File: config.mk
export PLATFORM = sky130hd
export DESIGN_NAME = fuzzy_risk
export DESIGN_NICKNAME = d
export VERILOG_FILES = /design/src/rtl/fuzzy_risk.sv
export SDC_FILE = /design/constraint.sdc
export NUM_CORES = 1
export LEC_CHECK = 0
export CAP_MARGIN = 20
export CORE_AREA = 5 5 187 189
export DETAILED_ROUTE_END_ITERATION = 10
export DIE_AREA = 0 0 192 194
export GPL_TIMING_DRIVEN = 0
export HOLD_SLACK_MARGIN = 0.02
export SLEW_MARGIN = 20
export SYNTH_ARGS = -nofsm -noshare
export SYNTH_HDL_FRONTEND = slang
export SYNTH_SLANG_ARGS = --single-unit
File: constraint.sdc
create_clock -name clk -period 12.9 [get_ports clk]
set_input_delay 2.58 -clock clk [delete_from_list [all_inputs] [get_ports clk]]
set_output_delay 2.58 -clock clk [all_outputs]
set_load 0.05 [all_outputs]
File: src/rtl/fuzzy_risk.sv
// Mamdani fuzzy risk core: rain/soil (0..100) -> risk (0..255).
// Ports: clk, rst_n (async low), ef (start), rain, soil, risk (registered).
module fuzzy_risk #(
  parameter int unsigned IN_MAX    = 100,
  parameter int unsigned RISK_LOW  = 40,
  parameter int unsigned RISK_MED  = 128,
  parameter int unsigned RISK_HIGH = 230
) (
  input  logic       clk,
  input  logic       rst_n,
  input  logic       ef,
  input  logic [7:0] rain,
  input  logic [7:0] soil,
  output logic [7:0] risk
);

  localparam logic [2:0] S_IDLE = 3'd0;
  localparam logic [2:0] S_FUZZ = 3'd1;
  localparam logic [2:0] S_RULE = 3'd2;
  localparam logic [2:0] S_ACC  = 3'd3;
  localparam logic [2:0] S_DIV  = 3'd4;
  localparam logic [2:0] S_DONE = 3'd5;

  localparam logic [7:0] IN_CAP = 8'(IN_MAX);

  function automatic logic [6:0] mf_low(input logic [6:0] x);
    if (x <= 7'd25)
      return 7'd100;
    else if (x < 7'd75)
      return 7'(8'd150 - {x, 1'b0});
    else
      return 7'd0;
  endfunction

  function automatic logic [6:0] mf_med(input logic [6:0] x);
    logic [6:0] d;
    d = (x >= 7'd50) ? (x - 7'd50) : (7'd50 - x);
    return 7'(8'd100 - {d, 1'b0});
  endfunction

  function automatic logic [6:0] mf_high(input logic [6:0] x);
    if (x <= 7'd25)
      return 7'd0;
    else if (x < 7'd75)
      return 7'({x, 1'b0} - 8'd50);
    else
      return 7'd100;
  endfunction

  function automatic logic [6:0] min7(
    input logic [6:0] a,
    input logic [6:0] b
  );
    return (a < b) ? a : b;
  endfunction

  function automatic logic [6:0] max3(
    input logic [6:0] a,
    input logic [6:0] b,
    input logic [6:0] c
  );
    logic [6:0] m;
    m = (a > b) ? a : b;
    return (m > c) ? m : c;
  endfunction

  logic [2:0]  state;
  logic [6:0]  rain_q, soil_q;
  logic [6:0]  r_l, r_m, r_h;
  logic [6:0]  s_l, s_m, s_h;
  logic [6:0]  w_l, w_m, w_h;
  logic [8:0]  den;
  logic [16:0] quo;
  logic [8:0]  rem;
  logic [4:0]  cnt;

  logic [6:0]  rain_c, soil_c;
  logic [6:0]  nw_l, nw_m, nw_h;
  logic [16:0] num;
  logic [8:0]  den_n;
  logic [9:0]  rem_sh;
  logic        q_bit;

  assign rain_c = (rain > IN_CAP) ? 7'(IN_CAP) : rain[6:0];
  assign soil_c = (soil > IN_CAP) ? 7'(IN_CAP) : soil[6:0];

  always_comb begin
    nw_l = max3(min7(r_l, s_l), min7(r_l, s_m), min7(r_m, s_l));
    nw_m = max3(min7(r_l, s_h), min7(r_m, s_m), min7(r_h, s_l));
    nw_h = max3(min7(r_m, s_h), min7(r_h, s_m), min7(r_h, s_h));
  end

  assign num = 17'(w_l) * 17'(RISK_LOW)
             + 17'(w_m) * 17'(RISK_MED)
             + 17'(w_h) * 17'(RISK_HIGH);
  assign den_n = 9'(w_l) + 9'(w_m) + 9'(w_h);

  // Restoring step: quotient bits shift into quo as dividend bits leave.
  assign rem_sh = {rem, quo[16]};
  assign q_bit  = (rem_sh >= {1'b0, den});

  always_ff @(posedge clk or negedge rst_n) begin
    if (!rst_n) begin
      state  <= S_IDLE;
      rain_q <= '0;
      soil_q <= '0;
      r_l    <= '0;
      r_m    <= '0;
      r_h    <= '0;
      s_l    <= '0;
      s_m    <= '0;
      s_h    <= '0;
      w_l    <= '0;
      w_m    <= '0;
      w_h    <= '0;
      den    <= '0;
      quo    <= '0;
      rem    <= '0;
      cnt    <= '0;
      risk   <= '0;
    end else begin
      unique case (state)
        S_IDLE: begin
          if (ef) begin
            rain_q <= rain_c;
            soil_q <= soil_c;
            state  <= S_FUZZ;
          end
        end
        S_FUZZ: begin
          r_l   <= mf_low(rain_q);
          r_m   <= mf_med(rain_q);
          r_h   <= mf_high(rain_q);
          s_l   <= mf_low(soil_q);
          s_m   <= mf_med(soil_q);
          s_h   <= mf_high(soil_q);
          state <= S_RULE;
        end
        S_RULE: begin
          w_l   <= nw_l;
          w_m   <= nw_m;
          w_h   <= nw_h;
          state <= S_ACC;
        end
        S_ACC: begin
          quo   <= num;
          den   <= den_n;
          rem   <= '0;
          cnt   <= 5'd16;
          state <= S_DIV;
        end
        S_DIV: begin
          rem   <= q_bit ? 9'(rem_sh - {1'b0, den}) : rem_sh[8:0];
          quo   <= {quo[15:0], q_bit};
          cnt   <= cnt - 5'd1;
          if (cnt == 5'd0)
            state <= S_DONE;
        end
        S_DONE: begin
          if (den == 9'd0)
            risk <= 8'd0;
          else if (|quo[16:8])
            risk <= 8'hff;
          else
            risk <= quo[7:0];
          state <= S_IDLE;
        end
        default: state <= S_IDLE;
      endcase
    end
  end

endmodule

======== Yosys cells after proc, flatten, opt, wreduce, memory -nomap -nowiden ========
Cells that the tools add are included.
operators by class
  add/subtract/negate cells ............... 16
  multipliers ............................. 2
  $lt $le $gt $ge ......................... 24
  equality and inequality tests ........... 7
  muxes and demuxes ....................... 36
  reduce and logical (&&, ||, !) cells .... 7
operators with widths
  kind                    number
  $mux W7                 25
  $lt A7 B7 Y1            9
  $gt A7 B7 Y1            6
  $pmux W17 S2            1
  $pmux W9 S2             1
  $add A15 B15 Y16        1
  $gt A8 B7 Y1 const B    2
  $mux W8                 2
  $add A13 B14 Y15        1
  $pmux W3 S5             1
  $ge A7 B6 Y1 const B    2
  $le A7 B5 Y1 const B    2
  $lt A7 B7 Y1 const B    2
  $mul A7 B7 Y14 const B  1
  $sub A5 B7 Y7 const A   2
  $sub A7 B6 Y7 const B   2
  $sub A7 B7 Y7 const A   2
  $mux W6                 2
  $sub A6 B6 Y6 const A   2
  $sub A6 B6 Y6 const B   2
  $ge A10 B9 Y1           1
  $mul A7 B3 Y10 const B  1
  $pmux W5 S2             1
  $add A8 B7 Y9           1
  15 further kinds        20
storage, ports and cells
  register bits after elaboration ......... 128
  input port bits ......................... 19
  output and inout port bits .............. 8
  logic and storage cells ................. 109

======== Logic depth before layout (Yosys ltp) ========
  depth in word-level cells ............... 6
  mapped depth ............................ 23
  depth with buffers taken out ............ 20

======== Worst setup path before layout ========
No wires, ideal clock.
  kind .................................... register to register
  start point ............................. register s_m[6]
  end point ............................... register w_l[1]
  setup time .............................. 0.123 ns
  data arrival time ....................... 4.776 ns
  data required time ...................... 12.777 ns
  setup slack ............................. 8.001 ns
  stages on the path, launching flop included .. 22
  path buffers ............................ 2
  period minus slack after synthesis ...... 4.899 ns
  path through ............................ dfrtp_1 inv_1 ha_1 and2_1 a22o_1 a311oi_1 clkbuf_1 a21oi_1 ha_1 nand3_1 or2_2 o21ai_1 mux2i_1 clkbuf_1 o211ai_1 ha_1 nand2b_1 a21oi_1 o21ai_0 a211oi_1 o2111ai_1 o221a_2
between the ends
  longest elaborated chain between the ends .. 6
ends and longest elaborated chain
  element                   RTL line  RTL
  start: declaration        70        logic [6:0] s_l, s_m, s_h;
  start signal: assignment  135       s_m <= mf_med(soil_q);
  $lt A7 B7 Y1              54        return (a < b) ? a : b;
  $mux W7 (*)               54
  $gt A7 B7 Y1              63        m = (a > b) ? a : b;
  $mux W7 (*)               63
  $gt A7 B7 Y1              64        return (m > c) ? m : c;
  $mux W7 (*)               64
  end signal: assignment    140       w_l <= nw_l;
  end: declaration          71        logic [6:0] w_l, w_m, w_h;
Mark *: on every way between the ends. The rest lies on a longest branch, timed or not.
A chain may end at the register's enable or synchronous reset.

======== Worst setup path in the final report ========
  start point ............................. register s_m[6]
  end point ............................... register w_l[6]
Same word-level chain as after synthesis.

==> flow_summary.ini <==
[run_status]
outcome = finished, final reports clean

[timing]
tightestPinTransition_ns = 0.984
slew_viol_final = 0
fin_skew_ns = 0.00758
setup_tns_ns = 0
setup_viol = 0
layout_setup_ws_ns = 6.49
rsz0062_at_grt = false
slew_headroom_pct = 33.8
fin_crit_ns = 6.41
hold_viol = 0
fin_crit_sh_pct = 49.7
fmax_ghz = 0.156
hold_ws_ns = 0.468

[worst_setup_path]
startpoint = s_m[6]
worst-path-stages = 22
endpoint = w_l[6]
r2r_cells = 22
worstPathRequired_ns = 13.22
r2r_slack_ns = 6.49
worstSetupEndpointType = register
cp-start-kind = register
cp.arrival_ns = 6.73
path_cells = inv_1 > ha_1 > and2_1 > a22o_1 > a311oi_1 > clkbuf_1 > nor2_1 > a21oi_1 > ha_1 > a21oi_1 > nand2_1 > o21ai_1 > mux2i_1 > clkbuf_1 > o211ai_1 > ha_1 > nand2_1 > a21oi_1 > o21ai_0 > a211oi_1 > o2111ai_1 > o221a_2
crit_family = compound AO/OA/AOI/OAI gates
r2r-end = w_l[6]
cpPeakStageDelay_ns = 0.64
r2r-start = s_m[6]
path_buf_inv = 3
worstSetupPathType = reg2reg
path_max_fanout = 10
critical_path.slowest_cell = a211oi_1

[die]
coreArea_um2 = 33100
rows = 67
dieHeight_um = 194
die_x_um = 192
die_area_um2 = 37200
io_pins = 27
initial_core_util_pct = 33.4

[routing]
drtIter0Drc = 586
vias = 9432
wl_um = 30000
routedWlPerCell_um = 17.2
ant_nets = 0
vias_per_cell = 5.42
drt-pass1-iter-count = 5
route.detailed.drc = 0

[yosys]
ys_seq_elements = 116
synthArstFlopShare_pct = 100
yosys_warnings = 0
synth_cell_types = 78
syn-cell-area_um2 = 11100
ys_seq_area_share_pct = 26.2
ys.flop_type = dfrtp_1
post_synth_inst_count = 1233
avgSynthCellArea_um2 = 8.98
synth-edff-count = 0
synth_nets = 1451

[grt]
grt_pass1_vias = 9366
grt_antenna_before_repair = 0
grt-ovfl-total = 0
grt_pass1_wl_um = 49100
grt_max_degree = 71
grtUsageTotal_pct = 16.3

[clock_tree]
tritoncts = built
cts_max_level = 4
cts.clk_slew.worst_paths_ns = 0.06
numCtsBuffers = 17
ctsHoldBuffers = 0
post_cts_resized = 0
cts-root-buf = clkbuf_16
postCtsSetupBuffers = 0
clockBufferDepth = 2
worstSkewPairLatency_ns = 0.43
cts.sinks = 116

[final_layout]
nNetsFinal = 1497
drive_above_1_share_pct = 6.66
diodes = 0
syn2layout_area_growth_pct = 13.1
fin_area_um2 = 12500

[worst_hold_path]
whs_path_depth = 2
hp-class = reg2reg

[job]
max_cap_violations = 0

[placed_design]
place_area_um2 = 11900
place_ws_ns = 6.68
io_buffers = 26
place.gp.congestion = 0.879
dpl.hpwl_um = 23600
## per-layer routing
metal / global-route usage (%) / part of all wire [%]
met2: 26.8 / 47
met4: 5.63 / 2.9
met3: 2.41 / 4.5
met1: 21.8 / 46
met5: 0 / 0
## kinds of logic (layout without fill, tap and decap cells)
logic type,after synthesis,count (layout),share of synthesized area (%)
compound gates,343,343,21.4
simple gates,319,319,13.9
fa+ha+maj,199,199,23.9
buf+inv,148,207,5.09
flops,116,116,26.2
mux,65,65,6.07
xor+xnor,43,43,3.40
## worst register-to-register path: stages (launching register included)
cell and delay [ns]:
dfrtp_1 0.46, inv_1 0.27, ha_1 0.31, and2_1 0.19
a22o_1 0.22, a311oi_1 0.38, clkbuf_1 0.35, nor2_1 0.07
a21oi_1 0.14, ha_1 0.27, a21oi_1 0.16, nand2_1 0.10
o21ai_1 0.55, mux2i_1 0.52, clkbuf_1 0.38, o211ai_1 0.17
ha_1 0.33, nand2_1 0.08, a21oi_1 0.11, o21ai_0 0.13
a211oi_1 0.64, o2111ai_1 0.27, o221a_2 0.19
## sequential cells by signal, indices dropped and copies added (netlist names)
signal	cells
s_h	5
r_m	6
risk	8
den	8
w_l	6
quo	17
soil_q	7
w_m	6
s_l	6
state	3
rain_q	7
w_h	6
s_m	6
rem	9
r_h	5
r_l	6
cnt	5
## stage by stage
step / utilization [%] / std cells
after detailed placement: 36.0 / 1708
after floorplan: - / 1233
after global placement: 35.9 / 1707
after CTS: 37.8 / 1740
after global routing: 37.8 / 1740
final: 37.8 / 1740
## cell usage in the layout, fill, tap and decap left out, types with 18 or more instances in the layout
cell	n
ha_1	178
dfrtp_1	116
nand2_1	115
inv_1	110
o21ai_0	85
a21oi_1	64
nor2_1	60
mux2i_1	48
nand3_1	31
clkbuf_1	29
xnor2_1	27
clkdlybuf4s50_1	25
nor3_1	22
fa_1	21
a21o_1	19
nor2b_1	18
## synth_stat cells (10+ instances only)
master,n,share of area [%]
o21a_1,12,0.81
a21o_1,19,1.3
o22ai_1,16,0.90
a21oi_1,64,2.9
nor2b_1,18,1.0
nor3_1,22,0.99
nor2_1,60,2.0
ha_1,178,20
fa_1,21,3.8
xor2_1,16,1.3
mux2_2,17,1.7
nand4_1,10,0.56
dfrtp_1,116,26
nand2_1,115,3.9
o31ai_1,12,0.81
nand3_1,31,1.4
clkbuf_1,29,0.98
mux2i_1,48,4.3
inv_1,110,3.7
a22oi_1,13,0.88
o211ai_1,16,1.1
a31oi_1,10,0.56
nand2b_1,15,0.85
o21ai_0,85,3.8
xnor2_1,27,2.1
## worst min path at each step
stage	start	to	slack, ns
final	risk[4]	risk[4]	0.47
after floorplan	rem[8]	rem[8]	0.44
after CTS	risk[4]	risk[4]	0.47
after global placement	risk[4]	risk[4]	0.45
after global routing	risk[4]	risk[4]	0.49
after detailed placement	risk[4]	risk[4]	0.46
## layout make-up
class / instances / area, um2
inverters: 110 / 413
clock buffers: 18 / 439
plain buffers: 38 / 151
clock inverters: 14 / 156
well taps: 448 / 561
flip-flops and latches: 116 / 2900
fillers: 3348 / 20600
repair buffers: 27 / 289
multi-input cells: 969 / 7610
Power is left out: the tool's default activity adds up to more than one toggle a clock period on the data nets, which glitch-free logic cannot reach.
